File: config.mk
export PLATFORM = sky130hd
export DESIGN_NAME = button_conditioner
export DESIGN_NICKNAME = d
export VERILOG_FILES = /design/src/rtl/button_pkg.sv /design/src/rtl/btn_synchronizer.sv /design/src/rtl/button_conditioner.sv
export SDC_FILE = /design/constraint.sdc
export NUM_CORES = 1
export LEC_CHECK = 0
export CORE_ASPECT_RATIO = 1.2
export CORE_MARGIN = 1.5
export CORE_UTILIZATION = 25
export CTS_BUF_LIST = sky130_fd_sc_hd__clkbuf_4
export DETAILED_ROUTE_END_ITERATION = 10
export PLACE_DENSITY = 0.49
export SLEW_MARGIN = 5
export SYNTH_ARGS = -nofsm -noshare
export SYNTH_HDL_FRONTEND = slang
export SYNTH_SLANG_ARGS = --single-unit
export TNS_END_PERCENT = 50
File: constraint.sdc
create_clock -name clk -period 2 [get_ports clk]
set_clock_uncertainty 0.05 [all_clocks]
set_input_delay 0.3 -clock clk [delete_from_list [all_inputs] [get_ports clk]]
set_output_delay 0.3 -clock clk [all_outputs]
set_load 0.03 [all_outputs]
File: src/rtl/button_pkg.sv
`timescale 1ns/1ps
// Shared definitions for the button conditioning blocks: FSM state encoding and width helper.
package button_pkg;

    typedef enum logic [1:0] {
        ST_RELEASED     = 2'd0,
        ST_PRESS_PEND   = 2'd1,
        ST_PRESSED      = 2'd2,
        ST_RELEASE_PEND = 2'd3
    } state_e;

    // Bits needed to hold values 0 .. value-1; never returns less than 1.
    function automatic int unsigned clog2(input int unsigned value);
        int unsigned     width;
        longint unsigned span;
        width = 0;
        span  = 1;
        while (span < 64'(value)) begin
            span  = span << 1;
            width = width + 1;
        end
        return (width == 0) ? 1 : width;
    endfunction

endpackage : button_pkg

File: src/rtl/btn_synchronizer.sv
`timescale 1ns/1ps
// Multi-flop synchronizer bringing an asynchronous level into the clk domain.
module btn_synchronizer #(
    parameter int unsigned SYNC_STAGES = 2,
    parameter logic        RESET_VAL   = 1'b1
) (
    input  logic clk,
    input  logic rst_btn,
    input  logic d,
    output logic q
);

    logic [SYNC_STAGES-1:0] sync_q;

    always_ff @(posedge clk or negedge rst_btn) begin
        if (!rst_btn) begin
            sync_q <= {SYNC_STAGES{RESET_VAL}};
        end else begin
            sync_q <= {sync_q[SYNC_STAGES-2:0], d};
        end
    end

    assign q = sync_q[SYNC_STAGES-1];

endmodule : btn_synchronizer

File: src/rtl/button_conditioner.sv
`timescale 1ns/1ps
// Debounces an active-low push-button into a clean level plus press, release and
// long-press pulses. "release" is a reserved word, hence the release_o port name.
module button_conditioner
    import button_pkg::*;
#(
    parameter int unsigned SYNC_STAGES    = 2,
    parameter int unsigned DEBOUNCE_COUNT = 250000,
    parameter int unsigned LONG_COUNT     = 50000000
) (
    input  logic clk,
    input  logic rst_btn,
    input  logic btn_in,
    output logic level,
    output logic press,
    output logic release_o,
    output logic long_press
);

    localparam int unsigned        CNT_W    = clog2(LONG_COUNT + 1);
    localparam logic [CNT_W-1:0]   DEB_LAST = CNT_W'(DEBOUNCE_COUNT - 1);
    localparam logic [CNT_W-1:0]   LNG_LAST = CNT_W'(LONG_COUNT - 1);
    localparam logic [CNT_W-1:0]   LNG_MAX  = CNT_W'(LONG_COUNT);
    localparam logic [CNT_W-1:0]   CNT_ONE  = CNT_W'(1);

    logic             btn_sync;
    logic             pressed_s;
    state_e           state_q, state_d;
    logic [CNT_W-1:0] cnt_q, cnt_d;
    logic             armed_q, armed_d;
    logic             press_evt_q, press_evt_d;
    logic             release_evt_q, release_evt_d;
    logic             long_evt_q, long_evt_d;

    btn_synchronizer #(
        .SYNC_STAGES (SYNC_STAGES),
        .RESET_VAL   (1'b1)
    ) u_sync (
        .clk     (clk),
        .rst_btn (rst_btn),
        .d       (btn_in),
        .q       (btn_sync)
    );

    assign pressed_s = ~btn_sync;

    always_ff @(posedge clk or negedge rst_btn) begin
        if (!rst_btn) begin
            state_q       <= ST_RELEASED;
            cnt_q         <= '0;
            armed_q       <= 1'b0;
            press_evt_q   <= 1'b0;
            release_evt_q <= 1'b0;
            long_evt_q    <= 1'b0;
        end else begin
            state_q       <= state_d;
            cnt_q         <= cnt_d;
            armed_q       <= armed_d;
            press_evt_q   <= press_evt_d;
            release_evt_q <= release_evt_d;
            long_evt_q    <= long_evt_d;
        end
    end

    always_comb begin
        state_d       = state_q;
        cnt_d         = cnt_q;
        armed_d       = armed_q;
        press_evt_d   = 1'b0;
        release_evt_d = 1'b0;
        long_evt_d    = 1'b0;
        case (state_q)
            ST_RELEASED: begin
                if (pressed_s) begin
                    state_d = ST_PRESS_PEND;
                    cnt_d   = CNT_ONE;
                end else begin
                    cnt_d   = '0;
                end
            end
            ST_PRESS_PEND: begin
                if (!pressed_s) begin
                    state_d = ST_RELEASED;
                    cnt_d   = '0;
                end else if (cnt_q == DEB_LAST) begin
                    state_d     = ST_PRESSED;
                    cnt_d       = '0;
                    press_evt_d = 1'b1;
                    armed_d     = 1'b1;
                end else begin
                    cnt_d = cnt_q + CNT_ONE;
                end
            end
            ST_PRESSED: begin
                // Single long-press per press: the armed flag is consumed on fire.
                if (armed_q && (cnt_q == LNG_LAST)) begin
                    long_evt_d = 1'b1;
                    armed_d    = 1'b0;
                end
                if (!pressed_s) begin
                    state_d = ST_RELEASE_PEND;
                    cnt_d   = CNT_ONE;
                end else if (cnt_q != LNG_MAX) begin
                    cnt_d = cnt_q + CNT_ONE;
                end
            end
            ST_RELEASE_PEND: begin
                if (pressed_s) begin
                    state_d = ST_PRESSED;
                    cnt_d   = '0;
                end else if (cnt_q == DEB_LAST) begin
                    state_d       = ST_RELEASED;
                    cnt_d         = '0;
                    release_evt_d = 1'b1;
                end else begin
                    cnt_d = cnt_q + CNT_ONE;
                end
            end
            default: begin
                state_d = ST_RELEASED;
                cnt_d   = '0;
            end
        endcase
    end

    // Output stage: every output is a flop fed from the registered FSM view.
    always_ff @(posedge clk or negedge rst_btn) begin
        if (!rst_btn) begin
            level      <= 1'b0;
            press      <= 1'b0;
            release_o  <= 1'b0;
            long_press <= 1'b0;
        end else begin
            level      <= (state_q == ST_PRESSED) || (state_q == ST_RELEASE_PEND);
            press      <= press_evt_q;
            release_o  <= release_evt_q;
            long_press <= long_evt_q;
        end
    end

endmodule : button_conditioner
==> results_tabular.tex <==
\begin{tabular}{lr}
\hline
Metric & Value \\
\hline
\multicolumn{2}{l}{\textbf{Die}} \\
Num rows & 34 \\
Boundary pin count & 7 \\
Die width & 82.91 um \\
Area of the core & 7317 um\^{}2 \\
Initial core utilization & 0.2618 \\
Die Span Y & 98.89 um \\
Die ar. & 8199 um\^{}2 \\
\multicolumn{2}{l}{\textbf{Yosys}} \\
Post-synthesis share of cell area spent on xor and xnor gates & 0.1097 \\
Share of the synthesized area in compound gates (AO/OA/AOI/OAI) & 0.05421 \\
Simple-gate portion of the synthesized area & 0.2920 \\
Multiplexer share of the synthesized area & 0.005225 \\
Largest family of logic cells by synthesized area & simple AND/OR/NAND/NOR gates \\
Netlist area before placement & 1916 um\^{}2 \\
Adder-cell share of the synthesized area & 0.01306 \\
Cell types with the largest area share after synthesis & sky130\_fd\_sc\_hd\_\_dfrtp\_1, sky130\_fd\_sc\_hd\_\_xor2\_1, sky130\_fd\_sc\_hd\_\_nor2\_1 \\
Yosys warnings & 0 \\
Yosys top cell area share & 0.4703 \\
Number of nets produced by synthesis & 190 \\
Most area-hungry cell type in the Yosys netlist & sky130\_fd\_sc\_hd\_\_dfrtp\_1 \\
Sequential cell area fraction in the yosys report & 0.4977 \\
Post-synthesis cell count & 185 \\
Average cell area after synthesis & 10.35 um\^{}2 \\
Post-synthesis sequential element count & 38 \\
Number of different library cells in the post-synthesis netlist & 37 \\
\multicolumn{2}{l}{\textbf{Cells and area}} \\
Fin area & 2439 um\^{}2 \\
Fraction of final layout cells with drive strength greater than 1 & 0.2615 \\
Number of diodes & 0 \\
Most frequent cells in the layout & sky130\_fd\_sc\_hd\_\_dfrtp\_1, sky130\_fd\_sc\_hd\_\_nor2\_1, sky130\_fd\_sc\_hd\_\_buf\_4 \\
Filler instances & 730 \\
Area growth from synthesis to layout & 27.30\% \\
Total Nets Final & 222 \\
Most common cell after layout, fill and taps aside & sky130\_fd\_sc\_hd\_\_dfrtp\_1 \\
\multicolumn{2}{l}{\textbf{STA}} \\
Post-route worst hold slack & 0.3119 ns \\
Remaining max-slew budget at the tightest pin & 0.6717 \\
Final critical-path share of the clock period & 0.9529 \\
Final Slew Violations & 0 \\
Clock period minus final worst setup slack & 1.906 ns \\
Total negative slack & 0 ns \\
Worst Setup Slack, final & 0.09418 ns \\
Maximum clock frequency & 524.7 MHz \\
Final hold violation count & 0 \\
Final setup violation count & 0 \\
Slew at the pin closest to its max-slew limit & 0.4904 ns \\
\multicolumn{2}{l}{\textbf{Worst setup path}} \\
Critical path arrival & 2.12 ns \\
Crit start category & flop \\
Critical path required time & 2.21 ns \\
Critical path endpoint category & flop \\
Critical path fanouts, max & 6 \\
Category of the critical setup timing path & reg2reg \\
\multicolumn{2}{l}{\textbf{Power}} \\
Switching part of the total power & 0.2210 \\
Reported leakage power & 1.051 nW \\
Internal & 1.194 mW \\
Part of the power in the clock network & 0.441 \\
Relative contribution of sequential cells to total power & 0.511 \\
Switching power summed over all nets & 338.7 uW \\
Power density relative to cell area & 628.5 nW/um\^{}2 \\
Worst IR drop on VDD & 0.2995 mV \\
Combinational fraction of design power & 0.048 \\
\multicolumn{2}{l}{\textbf{Placed design}} \\
Post-Place Worst Slack & 0.05041 ns \\
DP Area & 2180 um\^{}2 \\
IO Port Bufs & 6 \\
Final HPWL from detailed placement & 2.769 mm \\
Placer congestion estimate & 0.7663 \\
\multicolumn{2}{l}{\textbf{Clocking}} \\
Insertion delay of the later-clocked pin in the worst-skew pair & 0.36 ns \\
Clock edge transition at the registers on the reported setup and hold paths & 0.12 ns \\
TritonCTS Buffers & 5 \\
Total number of clock tree sinks & 38 \\
Root buffer selected by CTS & sky130\_fd\_sc\_hd\_\_clkbuf\_4 \\
TritonCTS clock tree & built \\
H-tree levels & 2 \\
Buffer depth of the longest clock path & 2 \\
\multicolumn{2}{l}{\textbf{Global route}} \\
Antenna violations before repair & 0 \\
Total overflow reported by the global router & 0 \\
Largest net degree at the start of global routing & 39 \\
Global-route wire length before repair & 7.072 mm \\
Overall global routing resource usage & 0.1099 \\
Number of global-route vias before repair & 1430 \\
\multicolumn{2}{l}{\textbf{Drt}} \\
Average wire length per cell after detail routing & 15.02 um \\
Detailed Route WL & 4.626 mm \\
Avg Vias per Cell & 4.776 \\
Detailed-router iteration count before antenna repair & 4 \\
Total DRC errors in the routed layout & 0 \\
Vias after detailed routing & 1471 \\
DRT iter0 DRCs & 56 \\
Antenna Nets Post-Route & 0 \\
\multicolumn{2}{l}{\textbf{Worst hold path}} \\
Worst min path class & in2reg \\
\multicolumn{2}{l}{\textbf{Job}} \\
Number of max-capacitance violations reported & 0 \\
\multicolumn{2}{l}{\textbf{Outcome}} \\
Run status & finished, final reports clean \\
\hline
\end{tabular}
## per-stage QoR
step,cells,total power [mW],utilization
global route,308,1.583,0.3333
global placement,293,0.8501,0.2979
finish,308,1.533,0.3333
CTS,302,1.531,0.3138
detailed placement,293,0.8502,0.2979
floorplan,185,0.8215,-
## timing repair
action	CTS	global route
setup endpoints to repair	0	26
hold buffers	1	0
gates resized for setup	0	19
hold endpoints to repair	36	0
buffers inserted	0	3
## worst paths after layout
check / to / from / slack (ns) / depth (start not counted)
max in group asynchronous: cnt_q[24] / rst_btn / 1.08 / 3
worst min-delay path: u_sync.sync_q[0] / btn_in / 0.31 / 1
worst max-delay path: cnt_q[19] / cnt_q[9] / 0.09 / 6
worst min register to register: press / press_evt_q / 0.31 / 0
worst max register to register: cnt_q[19] / cnt_q[9] / 0.09 / 6
min in group asynchronous: cnt_q[1] / rst_btn / 0.44 / 3
## state kept, by name (all words and copies together), names as in the netlist, named ones only
| register | flops |
|---|---|
| press_evt_q | 1 |
| release_evt_q | 1 |
| level | 1 |
| long_press | 1 |
| cnt_q | 26 |
| u_sync.sync_q | 2 |
| release_o | 1 |
| state_q | 1 |
| long_evt_q | 1 |
| press | 1 |
| armed_q | 1 |
## critical path, cell delays in order (launching register included)
cell,delay (ns)
sky130_fd_sc_hd__dfrtp_1,0.46
sky130_fd_sc_hd__nor3b_2,0.29
sky130_fd_sc_hd__nand4_1,0.25
sky130_fd_sc_hd__o32ai_4,0.29
sky130_fd_sc_hd__buf_4,0.19
sky130_fd_sc_hd__o31a_4,0.21
sky130_fd_sc_hd__nor2_1,0.06
## synthesized netlist by cell type, drive strengths merged
cell    number
nand4        8
nor4b        2
nor4         4
nor2        30
xnor2       10
nand2       14
a21oi        3
dfrtp       36
o31a         1
o21a         1
nor3         9
nor2b        1
a211oi       1
and3         6
nor3b        3
o211a        1
xor2        14
clkbuf       3
mux2i        1
nand3       13
buf          3
and4         4
o31ai        4
inv          4
dfstp        2
and4bb       1
nand4b       2
o32ai        1
or4          1
ha           2
## logic make-up after synthesis
family	count (synthesis)
adder cells (fa/ha/maj)	2
AO/OA/AOI/OAI	12
flip-flops	38
multiplexers	1
XOR/XNOR	24
buffers and inverters	10
AND/OR/NAND/NOR	98
## power by group through the flow
stage / Sequential (mW) / Clock (mW) / Combinational, mW
floorplan: 0.795 / 0 / 0.0266
detailed placement: 0.796 / 0 / 0.0540
CTS: 0.782 / 0.694 / 0.0555
global placement: 0.796 / 0 / 0.0540
global route: 0.785 / 0.716 / 0.0816
finish: 0.784 / 0.676 / 0.0730
## layout make-up
class	instances	area, um^2	area share
multi-input combinational	140	1025	0.4202
sequential	38	957.2	0.3925
timing repair buffer	28	222.7	0.09133
tap	90	112.6	0.04618
clock inverter	3	68.82	0.02822
clock buffer	5	37.54	0.01539
inverter	4	15.01	0.006157
## routing by layer
layer	vias to the layer above	track usage	wire, um
met2	27	0.1764	2326
met3	6	0.03099	132
li1	719	-	-
met1	719	0.1358	2077
met4	0	0.05385	89
met5	-	0	0
(Power assumes the default switching activity.)
